<file path="config.mk">
export PLATFORM = sky130hd
export DESIGN_NAME = route_bank_ram
export DESIGN_NICKNAME = d
export VERILOG_FILES = /design/src/rtl/route_bank_ram.sv
export SDC_FILE = /design/constraint.sdc
export NUM_CORES = 1
export LEC_CHECK = 0
export BUFFER_PORTS_ARGS = -buffer_cell sky130_fd_sc_hd__clkbuf_2
export CAP_MARGIN = 20
export CORE_ASPECT_RATIO = 0.5
export CORE_UTILIZATION = 44
export DETAILED_ROUTE_END_ITERATION = 16
export MAX_ROUTING_LAYER = met4
export PLACE_DENSITY = 0.59
export SLEW_MARGIN = 0
export SYNTH_ARGS = -nofsm -noshare
export SYNTH_HDL_FRONTEND = slang
export SYNTH_SLANG_ARGS = --single-unit
</file>
<file path="constraint.sdc">
create_clock -name clk_i -period 2.71 [get_ports clk_i]
set_input_delay 0.1355 -clock clk_i [delete_from_list [all_inputs] [get_ports clk_i]]
set_output_delay 0.1355 -clock clk_i [all_outputs]
set_load 0.02 [all_outputs]
</file>
<file path="src/rtl/route_bank_ram.sv">
// Double-banked route entry RAM: one bank streams out while the other is refilled
// from a neighbour replica or from its own output; banks swap when a frame finishes.
module route_bank_ram #(
    parameter int unsigned CITY_NUM = 16,
    parameter int unsigned DATA_W   = 8,
    parameter int unsigned CNT_W    = $clog2(CITY_NUM)
) (
    input  logic              clk_i,
    input  logic              reset_i,
    input  logic [1:0]        command_i,
    input  logic              start_i,
    input  logic              prev_valid_i,
    input  logic [DATA_W-1:0] prev_data_i,
    input  logic              folw_valid_i,
    input  logic [DATA_W-1:0] folw_data_i,
    output logic              out_valid_o,
    output logic [DATA_W-1:0] out_data_o,
    output logic              rbank_o,
    output logic              busy_o,
    output logic              done_o,
    output logic              err_o
);

    localparam logic [1:0] CmdNop  = 2'd0;
    localparam logic [1:0] CmdPrev = 2'd1;
    localparam logic [1:0] CmdFolw = 2'd2;
    localparam logic [1:0] CmdSelf = 2'd3;

    localparam logic [CNT_W-1:0] LastAddr = CNT_W'(CITY_NUM - 1);

    typedef enum logic [0:0] {StIdle, StRun} state_e;

    state_e             state_q, state_d;
    logic [1:0]         cmd_q, cmd_d;
    logic               rbank_q, rbank_d;
    logic [CNT_W-1:0]   rcount_q, rcount_d;
    logic [CNT_W-1:0]   wcount_q, wcount_d;
    logic               rd_active_q, rd_active_d;
    logic               rd_done_q, rd_done_d;
    logic               wr_done_q, wr_done_d;
    logic               err_q, err_d;
    logic               done_q, done_d;
    logic               s1_valid_q, s1_valid_d;
    logic               s1_last_q, s1_last_d;
    logic [DATA_W-1:0]  s1_data_q;
    logic               out_valid_q;
    logic [DATA_W-1:0]  out_data_q;

    logic [DATA_W-1:0]  mem_q [2][CITY_NUM];

    logic               rd_en;
    logic               wr_en;
    logic               wr_last_now;
    logic               rd_last_now;
    logic               src_valid;
    logic [DATA_W-1:0]  src_data;

    // Last entry reaches the output register on this edge.
    assign rd_last_now = s1_valid_q & s1_last_q;

    always_comb begin
        src_valid = 1'b0;
        src_data  = '0;
        case (cmd_q)
            CmdPrev: begin
                src_valid = prev_valid_i;
                src_data  = prev_data_i;
            end
            CmdFolw: begin
                src_valid = folw_valid_i;
                src_data  = folw_data_i;
            end
            CmdSelf: begin
                src_valid = out_valid_q;
                src_data  = out_data_q;
            end
            default: ;
        endcase
    end

    always_comb begin
        state_d     = state_q;
        cmd_d       = cmd_q;
        rbank_d     = rbank_q;
        rcount_d    = rcount_q;
        wcount_d    = wcount_q;
        rd_active_d = rd_active_q;
        rd_done_d   = rd_done_q;
        wr_done_d   = wr_done_q;
        err_d       = err_q;
        done_d      = 1'b0;
        s1_valid_d  = 1'b0;
        s1_last_d   = 1'b0;
        rd_en       = 1'b0;
        wr_en       = 1'b0;
        wr_last_now = 1'b0;

        unique case (state_q)
            StIdle: begin
                if (prev_valid_i || folw_valid_i) begin
                    err_d = 1'b1;
                end
                if (start_i && (command_i != CmdNop)) begin
                    state_d     = StRun;
                    cmd_d       = command_i;
                    rcount_d    = '0;
                    wcount_d    = '0;
                    rd_active_d = 1'b1;
                    rd_done_d   = 1'b0;
                    wr_done_d   = 1'b0;
                end
            end
            StRun: begin
                if (start_i) begin
                    err_d = 1'b1;
                end
                if (rd_active_q) begin
                    rd_en      = 1'b1;
                    s1_valid_d = 1'b1;
                    s1_last_d  = (rcount_q == LastAddr);
                    if (rcount_q == LastAddr) begin
                        rcount_d    = '0;
                        rd_active_d = 1'b0;
                    end else begin
                        rcount_d = rcount_q + CNT_W'(1);
                    end
                end
                if (rd_last_now) begin
                    rd_done_d = 1'b1;
                end
                if (src_valid) begin
                    if (wr_done_q) begin
                        err_d = 1'b1;
                    end else begin
                        wr_en = 1'b1;
                        if (wcount_q == LastAddr) begin
                            wcount_d    = '0;
                            wr_done_d   = 1'b1;
                            wr_last_now = 1'b1;
                        end else begin
                            wcount_d = wcount_q + CNT_W'(1);
                        end
                    end
                end
                // Completion may coincide with the final read or write event itself.
                if ((rd_done_q || rd_last_now) && (wr_done_q || wr_last_now)) begin
                    state_d = StIdle;
                    rbank_d = ~rbank_q;
                    done_d  = 1'b1;
                end
            end
            default: state_d = StIdle;
        endcase
    end

    always_ff @(posedge clk_i) begin
        if (reset_i) begin
            state_q     <= StIdle;
            cmd_q       <= CmdNop;
            rbank_q     <= 1'b0;
            rcount_q    <= '0;
            wcount_q    <= '0;
            rd_active_q <= 1'b0;
            rd_done_q   <= 1'b0;
            wr_done_q   <= 1'b0;
            err_q       <= 1'b0;
            done_q      <= 1'b0;
            s1_valid_q  <= 1'b0;
            s1_last_q   <= 1'b0;
            out_valid_q <= 1'b0;
            out_data_q  <= '0;
        end else begin
            state_q     <= state_d;
            cmd_q       <= cmd_d;
            rbank_q     <= rbank_d;
            rcount_q    <= rcount_d;
            wcount_q    <= wcount_d;
            rd_active_q <= rd_active_d;
            rd_done_q   <= rd_done_d;
            wr_done_q   <= wr_done_d;
            err_q       <= err_d;
            done_q      <= done_d;
            s1_valid_q  <= s1_valid_d;
            s1_last_q   <= s1_last_d;
            out_valid_q <= s1_valid_q;
            out_data_q  <= s1_data_q;
        end
    end

    // Storage is deliberately left out of reset so partial frames survive an abort.
    always_ff @(posedge clk_i) begin
        if (rd_en) begin
            s1_data_q <= mem_q[rbank_q][rcount_q];
        end
        if (wr_en && !reset_i) begin
            mem_q[~rbank_q][wcount_q] <= src_data;
        end
    end

    assign out_valid_o = out_valid_q;
    assign out_data_o  = out_data_q;
    assign rbank_o     = rbank_q;
    assign busy_o      = (state_q == StRun);
    assign done_o      = done_q;
    assign err_o       = err_q;

endmodule

</file>
==> impl_metrics.tcl, run 1 <==
set metrics [dict create \
    outcome "completed" \
    r2r_end "s1_data_q[5]" \
    drive_gt1_frac 0.2675 \
    rsz0062_at_grt "no" \
    min_from "folw_valid_i" \
    async_flop_share 0 \
    hold-path-cell-count 5 \
    p_leak_uw 0.004457 \
    layout_common_cells "264 x edfxtp_1, 55 x buf_4, 45 x nor2_1" \
    grt_max_degree 54 \
    synthCells 632 \
    r2r_cells 4 \
    timing.final.hold_violations 0 \
    initial_utilization 0.4547 \
    max_slew.worst_pin.slew_ns 0.8722 \
    vias_per_cell 5.652 \
    ys_warn_count 0 \
    ys_types 49 \
    gp_congestion 0.8025 \
    hold_class "in -> reg" \
    synth.avg_cell_area_um2 18.42 \
    slew_violations 0 \
    fp.coreArea_mm2 0.02560 \
    track_usage 0.2042 \
    synth-seq-cells 293 \
    wire_per_inst_um 23.99 \
    crit_path_end_kind "register" \
    syn-cell-area_mm2 0.01164 \
    synthFlopType "edfxtp_1" \
    synth_edf_count 264 \
    root_buffer "clkbuf_16" \
    postPlaceCellArea_mm2 0.01247 \
    min_period_over_period 0.8649 \
    max_freq_mhz 426.6 \
    fin_skew_ns 0.01288 \
    power.density_mw_per_mm2 710.3 \
    final_util 0.5252 \
    ys_seq_area_frac 0.7310 \
    peakVddDrop_mv 0.3411 \
    slew_headroom 0.4177 \
    dp_cells 1033 \
    finish.instance_area_mm2 0.01345 \
    fp.dieH_um 117.0 \
    num_vias 6149 \
    grt_pass1_wl_mm 38.66 \
    setup_tns_ns 0 \
    cp.arrival_ns 2.60 \
    cts_resized 0 \
    clockBufferDepth 3 \
    gr-total-overflow 0 \
    antenna_cells 0 \
    cts_setup_buffers 0 \
    crit_type "reg -> reg" \
    die_area_mm2 0.02715 \
    routed_wirelength_mm 26.10 \
    clk_latency_ns 0.55 \
    ios 36 \
    final_common_cell "edfxtp_1" \
    die_w_um 232.0 \
    clk_pin_slew_ns 0.06 \
    whs_endpoint "err_o" \
    drtIter0Drc 800 \
    critPathSlowestCell "dfxtp_4" \
    final_nets 751 \
    final_cells 1088 \
    drt_pass1_iterations 5 \
    setup_viol 0 \
    drv_cap 0 \
    antenna_left 0 \
    crit_required_ns 2.97 \
    path_cells "buf_12, mux4_2, a21oi_1, a22oi_1" \
    finalCriticalPeriod_ns 2.344 \
    drc_errors 0 \
    htreeDepth 1 \
    dp_hpwl_mm 16.47 \
    syn2layout_area_growth_pct 15.52 \
    placementRows 41 \
    antenna_found_initial 0 \
    cts_buffers 27 \
    postSynthNetCount 660 \
    cts_tree "done" \
    cp_slowest_stage_delay_ns 0.55 \
    ff2ff_setup_slack_ns 0.37 \
    cts.sinks 293 \
    grt_pass1_vias 5966 \
    numPortBuffers 35 \
    cp_max_fo 33 \
    critPathLaunchType "register" \
]
==> synthesized netlist by cell type (2+ instances only) <==
cell	number	area, µm²
nand3_1	13	65.06
and3b_1	2	17.52
mux4_2	43	968.4
edfxtp_1	264	7928
nand2b_1	2	12.51
o221ai_1	7	61.31
mux2_4	2	30.03
nand3b_1	7	52.55
nand2_1	13	48.80
or3_1	2	12.51
nand4_1	2	12.51
mux2_2	8	90.09
a22oi_2	5	62.56
a22oi_1	18	135.1
a211oi_1	6	45.04
buf_2	7	35.03
clkbuf_1	14	52.55
nand4b_1	2	17.52
ha_1	5	62.56
o21ai_0	4	20.02
a211oi_2	2	25.02
nor3_1	5	25.02
a21oi_1	22	110.1
nor2b_1	11	68.82
nor2_1	45	168.9
dfxtp_1	29	580.6
buf_1	3	11.26
buf_12	3	60.06
buf_6	7	78.83
mux2i_1	30	300.3
buf_4	2	15.01
mux4_1	6	157.7
a22o_1	9	78.83
o21a_1	3	22.52
inv_1	7	26.28
o22ai_1	8	50.05
a31oi_1	2	12.51
==> flip-flops by register name (all words and copies together), names as in the netlist, named ones only <==
name,cells
mem_q,256
out_data_o,8
s1_data_q,8
rcount_q,4
wcount_q,4
cmd_q,2
busy_o,1
done_o,1
err_o,1
out_valid_o,1
rbank_o,1
rd_active_q,1
rd_done_q,1
s1_last_q,1
s1_valid_q,1
wr_done_q,1
==> critical path, delay by kind of cell, from the launching register on <==
kind                   cells  cell delay (ns)
multiplexers               1             0.54
AO/OA/AOI/OAI              2             0.64
buffers and inverters      1             0.30
flip-flops                 1             0.55
==> cell type report <==
cell class / instances / area, µm²
multi-input cells: 296 / 2851
repair buffers: 98 / 715.7
flip-flops and latches: 293 / 8513
fillers: 2005 / 12150
clock buffers: 39 / 764.5
well taps: 344 / 430.4
inverters: 7 / 26.28
clock inverters: 11 / 143.9
==> repair_timing <==
item / CTS / global route
hold buffers: 4 / 0
setup endpoints to repair: 0 / 0
hold endpoints to repair: 4 / 0
==> report_power, final <==
group | switching (µW) | internal [µW] | leakage, µW | total [µW]
sequential | 43.5 | 4960 | 0.00268 | 5000
clock | 1620 | 2260 | 0.000445 | 3880
combinational | 363 | 311 | 0.00134 | 674
==> metrics by stage <==
| step | hold slack, ns | worst slack [ns] | total power [µW] |
|---|---|---|---|
| after floorplan | 0.2715 | 0.6690 | 5584 |
| after global placement | 0.4036 | 0.3657 | 5757 |
| after detailed placement | 0.4093 | 0.3477 | 5767 |
| after CTS | 0.0005627 | 0.3252 | 9630 |
| after global routing | 0.08843 | 0.1973 | 9851 |
| final | 0.02434 | 0.3661 | 9550 |
==> kinds of logic after synthesis <==
group           after synthesis  share of synthesized area
flops                       293                     0.7310
simple gates                109                    0.04719
compound gates               92                    0.05880
mux                          89                     0.1329
buf+inv                      43                    0.02397
fa+ha+maj                     5                   0.005375
xor+xnor                      1                  0.0007527
==> metal layers <==
metal | global-route usage | up-vias | routed length, µm
li1 | - | 2737 | -
met2 | 0.2903 | 207 | 11360
met4 | 0.05088 | 0 | 565
met3 | 0.03997 | 38 | 1855
met5 | - | - | 0
met1 | 0.3015 | 3167 | 12330
==> worst max path at each step <==
stage,start,endpoint,slack [ns]
floorplan,busy_o,mem_q[0][104],0.67
global placement,register,s1_data_q[5],0.37
detailed placement,register,s1_data_q[5],0.35
CTS,register,s1_data_q[5],0.33
global route,register,s1_data_q[5],0.20
finish,register,s1_data_q[5],0.37
No activity file was read; power rests on OpenSTA's default activity.
==> run 2, diff against run 1 <==
--- a/config.mk
+++ b/config.mk
@@ -11,7 +11,7 @@
 export CORE_UTILIZATION = 44
 export DETAILED_ROUTE_END_ITERATION = 16
 export MAX_ROUTING_LAYER = met4
-export PLACE_DENSITY = 0.59
+export PLACE_DENSITY = 0.66
 export SLEW_MARGIN = 0
 export SYNTH_ARGS = -nofsm -noshare
 export SYNTH_HDL_FRONTEND = slang
==> constraint.sdc (replaced) <==
create_clock -name clk_i -period 2.71 [get_ports clk_i]
set_input_delay 0.4065 -clock clk_i [delete_from_list [all_inputs] [get_ports clk_i]]
set_output_delay 0.4065 -clock clk_i [all_outputs]
set_load 0.02 [all_outputs]
==> run 2 against run 1 <==
  * Critical path type unchanged
  * Largest power group unchanged
  * Design area down 0.73%
  * Die area unchanged
  * Wire length down 4.5%
==> impl_metrics.tcl, run 2 (same netlist as run 1, synthesis figures left out) <==
set metrics [dict create \
    setup_viol 0 \
    ff2ff_setup_slack_ns 0.39 \
    gp_congestion 0.8404 \
    fin_skew_ns 0.01093 \
    crit_path_end_kind "register" \
    pre_cts_slack_ns 0.4530 \
    die_w_um 232.0 \
    outcome "completed" \
    clockBufferDepth 3 \
    drv_cap 0 \
    setup_tns_ns 0 \
    drc_errors 0 \
    htreeDepth 1 \
    cp.arrival_ns 2.55 \
    critPathBufInv 1 \
    drive_gt1_frac 0.2674 \
    initial_utilization 0.4547 \
    largest_reg_flops 256 \
    final_util 0.5214 \
    clk_pin_slew_ns 0.06 \
    grt_max_degree 47 \
    routed_wirelength_mm 24.92 \
    largest-register "mem_q" \
    vias_per_cell 5.735 \
    power.density_mw_per_mm2 705.1 \
    slew_violations 0 \
    critPathLaunchType "register" \
    ios 36 \
    timing.final.hold_violations 0 \
    clk_latency_ns 0.53 \
    grt_pass1_vias 6088 \
    critical-path-top-delay-family "simple AND/OR/NAND/NOR gates" \
    cts_setup_buffers 0 \
    rsz0062_at_grt "no" \
    die_area_mm2 0.02715 \
    syn2layout_area_growth_pct 14.69 \
    path_cells "nor4bb_1, a22o_1, nand3_1, nor2_1, buf_4" \
    finalWorstSetupSlack_ns 0.3878 \
    total_power_uw 9412 \
    placementRows 41 \
    crit_required_ns 2.94 \
    final_common_cell "edfxtp_1" \
    min_period_over_period 0.8569 \
    max_freq_mhz 430.6 \
    postPlaceCellArea_mm2 0.01242 \
    p_leak_uw 0.004410 \
    crit_type "reg -> reg" \
    antenna_found_initial 0 \
    slew_headroom 0.4698 \
    critPathSlowestCell "dfxtp_1" \
    antenna_cells 0 \
    numPortBuffers 35 \
    dp_hpwl_mm 15.89 \
    layout_common_cells "264 x edfxtp_1, 51 x buf_4, 45 x nor2_1" \
    fp.dieH_um 117.0 \
    cts.sinks 293 \
    finalCriticalPeriod_ns 2.322 \
    cp_slowest_stage_delay_ns 0.48 \
    num_vias 6177 \
    final_nets 743 \
    antenna_left 0 \
    root_buffer "clkbuf_16" \
    postCtsHoldBufs 0 \
    max_slew.worst_pin.slew_ns 0.7941 \
    cp_max_fo 8 \
    peakVddDrop_mv 0.4029 \
    track_usage 0.1941 \
    gr-total-overflow 0 \
    grt_pass1_wl_mm 37.67 \
    drt_pass1_iterations 5 \
    finish.instance_area_mm2 0.01335 \
    cts_tree "done" \
    wire_per_inst_um 23.14 \
    cts_buffers 27 \
    hold_class "in -> reg" \
    fp.coreArea_mm2 0.02560 \
    cts_resized 0 \
    drtIter0Drc 512 \
]
## run 2: cell count changes in the layout (fill, tap and decap cells not counted), moves of 4 or more
| cell | before | now |
|---|---|---|
| dlygate4sd3_1 | 4 | 0 |
| clkbuf_1 | 7 | 2 |
| clkinv_2 | 2 | 7 |
| clkbuf_8 | 4 | 0 |
| buf_4 | 55 | 51 |
## run 2: layout make-up
class                           instances  area (µm²)
Timing Repair Buffer                   90       653.1
Clock buffer                           29       683.2
Inverter                                7       26.28
Clock inverter                         18       190.2
Sequential cell                       293        8513
Multi-Input combinational cell        296        2851
Fill cell                            2020       12250
Tap cell                              344       430.4
## run 2: path summary, 6_finish.rpt
path | endpoint | from | depth (start not counted)
worst max-delay path | mem_q[1][79] | cmd_q[0] | 5
worst min-delay path | cmd_q[1] | command_i[1] | 3
worst max register to register | mem_q[1][79] | cmd_q[0] | 5
worst min register to register | out_data_o[7] | s1_data_q[7] | 1
## run 2: tightest hold or removal path: cells and delay by family
family / cells / cell delay (ns)
buffers and inverters: 1 / 0.10
AOI/OAI and AO/OA: 1 / 0.05
and+or+nand+nor: 1 / 0.06
## run 2: metrics by stage
step	hold WS [ns]	cells
2_1_floorplan	0.4285	632
3_3_place_gp	0.4403	1028
3_5_place_dp	0.4378	1028
4_1_cts	0.1190	1075
5_1_grt	0.1398	1077
6_report	0.1358	1077
## run 2: per-layer routing
metal / up-vias / part of all wire / GRT usage / wire length, µm
li1: 2731 / - / - / -
met1: 3185 / 0.46 / 0.2843 / 11550
met2: 224 / 0.45 / 0.2907 / 11210
met3: 37 / 0.069 / 0.02737 / 1721
met4: 0 / 0.018 / 0.04079 / 441
met5: - / 0 / - / 0
## run 2: report_power, final
group	total, µW	leakage [µW]	internal [µW]	switching, µW
clock	3750	0.000432	2190	1560
sequential	4980	0.00268	4960	26.9
combinational	675	0.00130	299	376
total	9410	0.00441	7450	1960
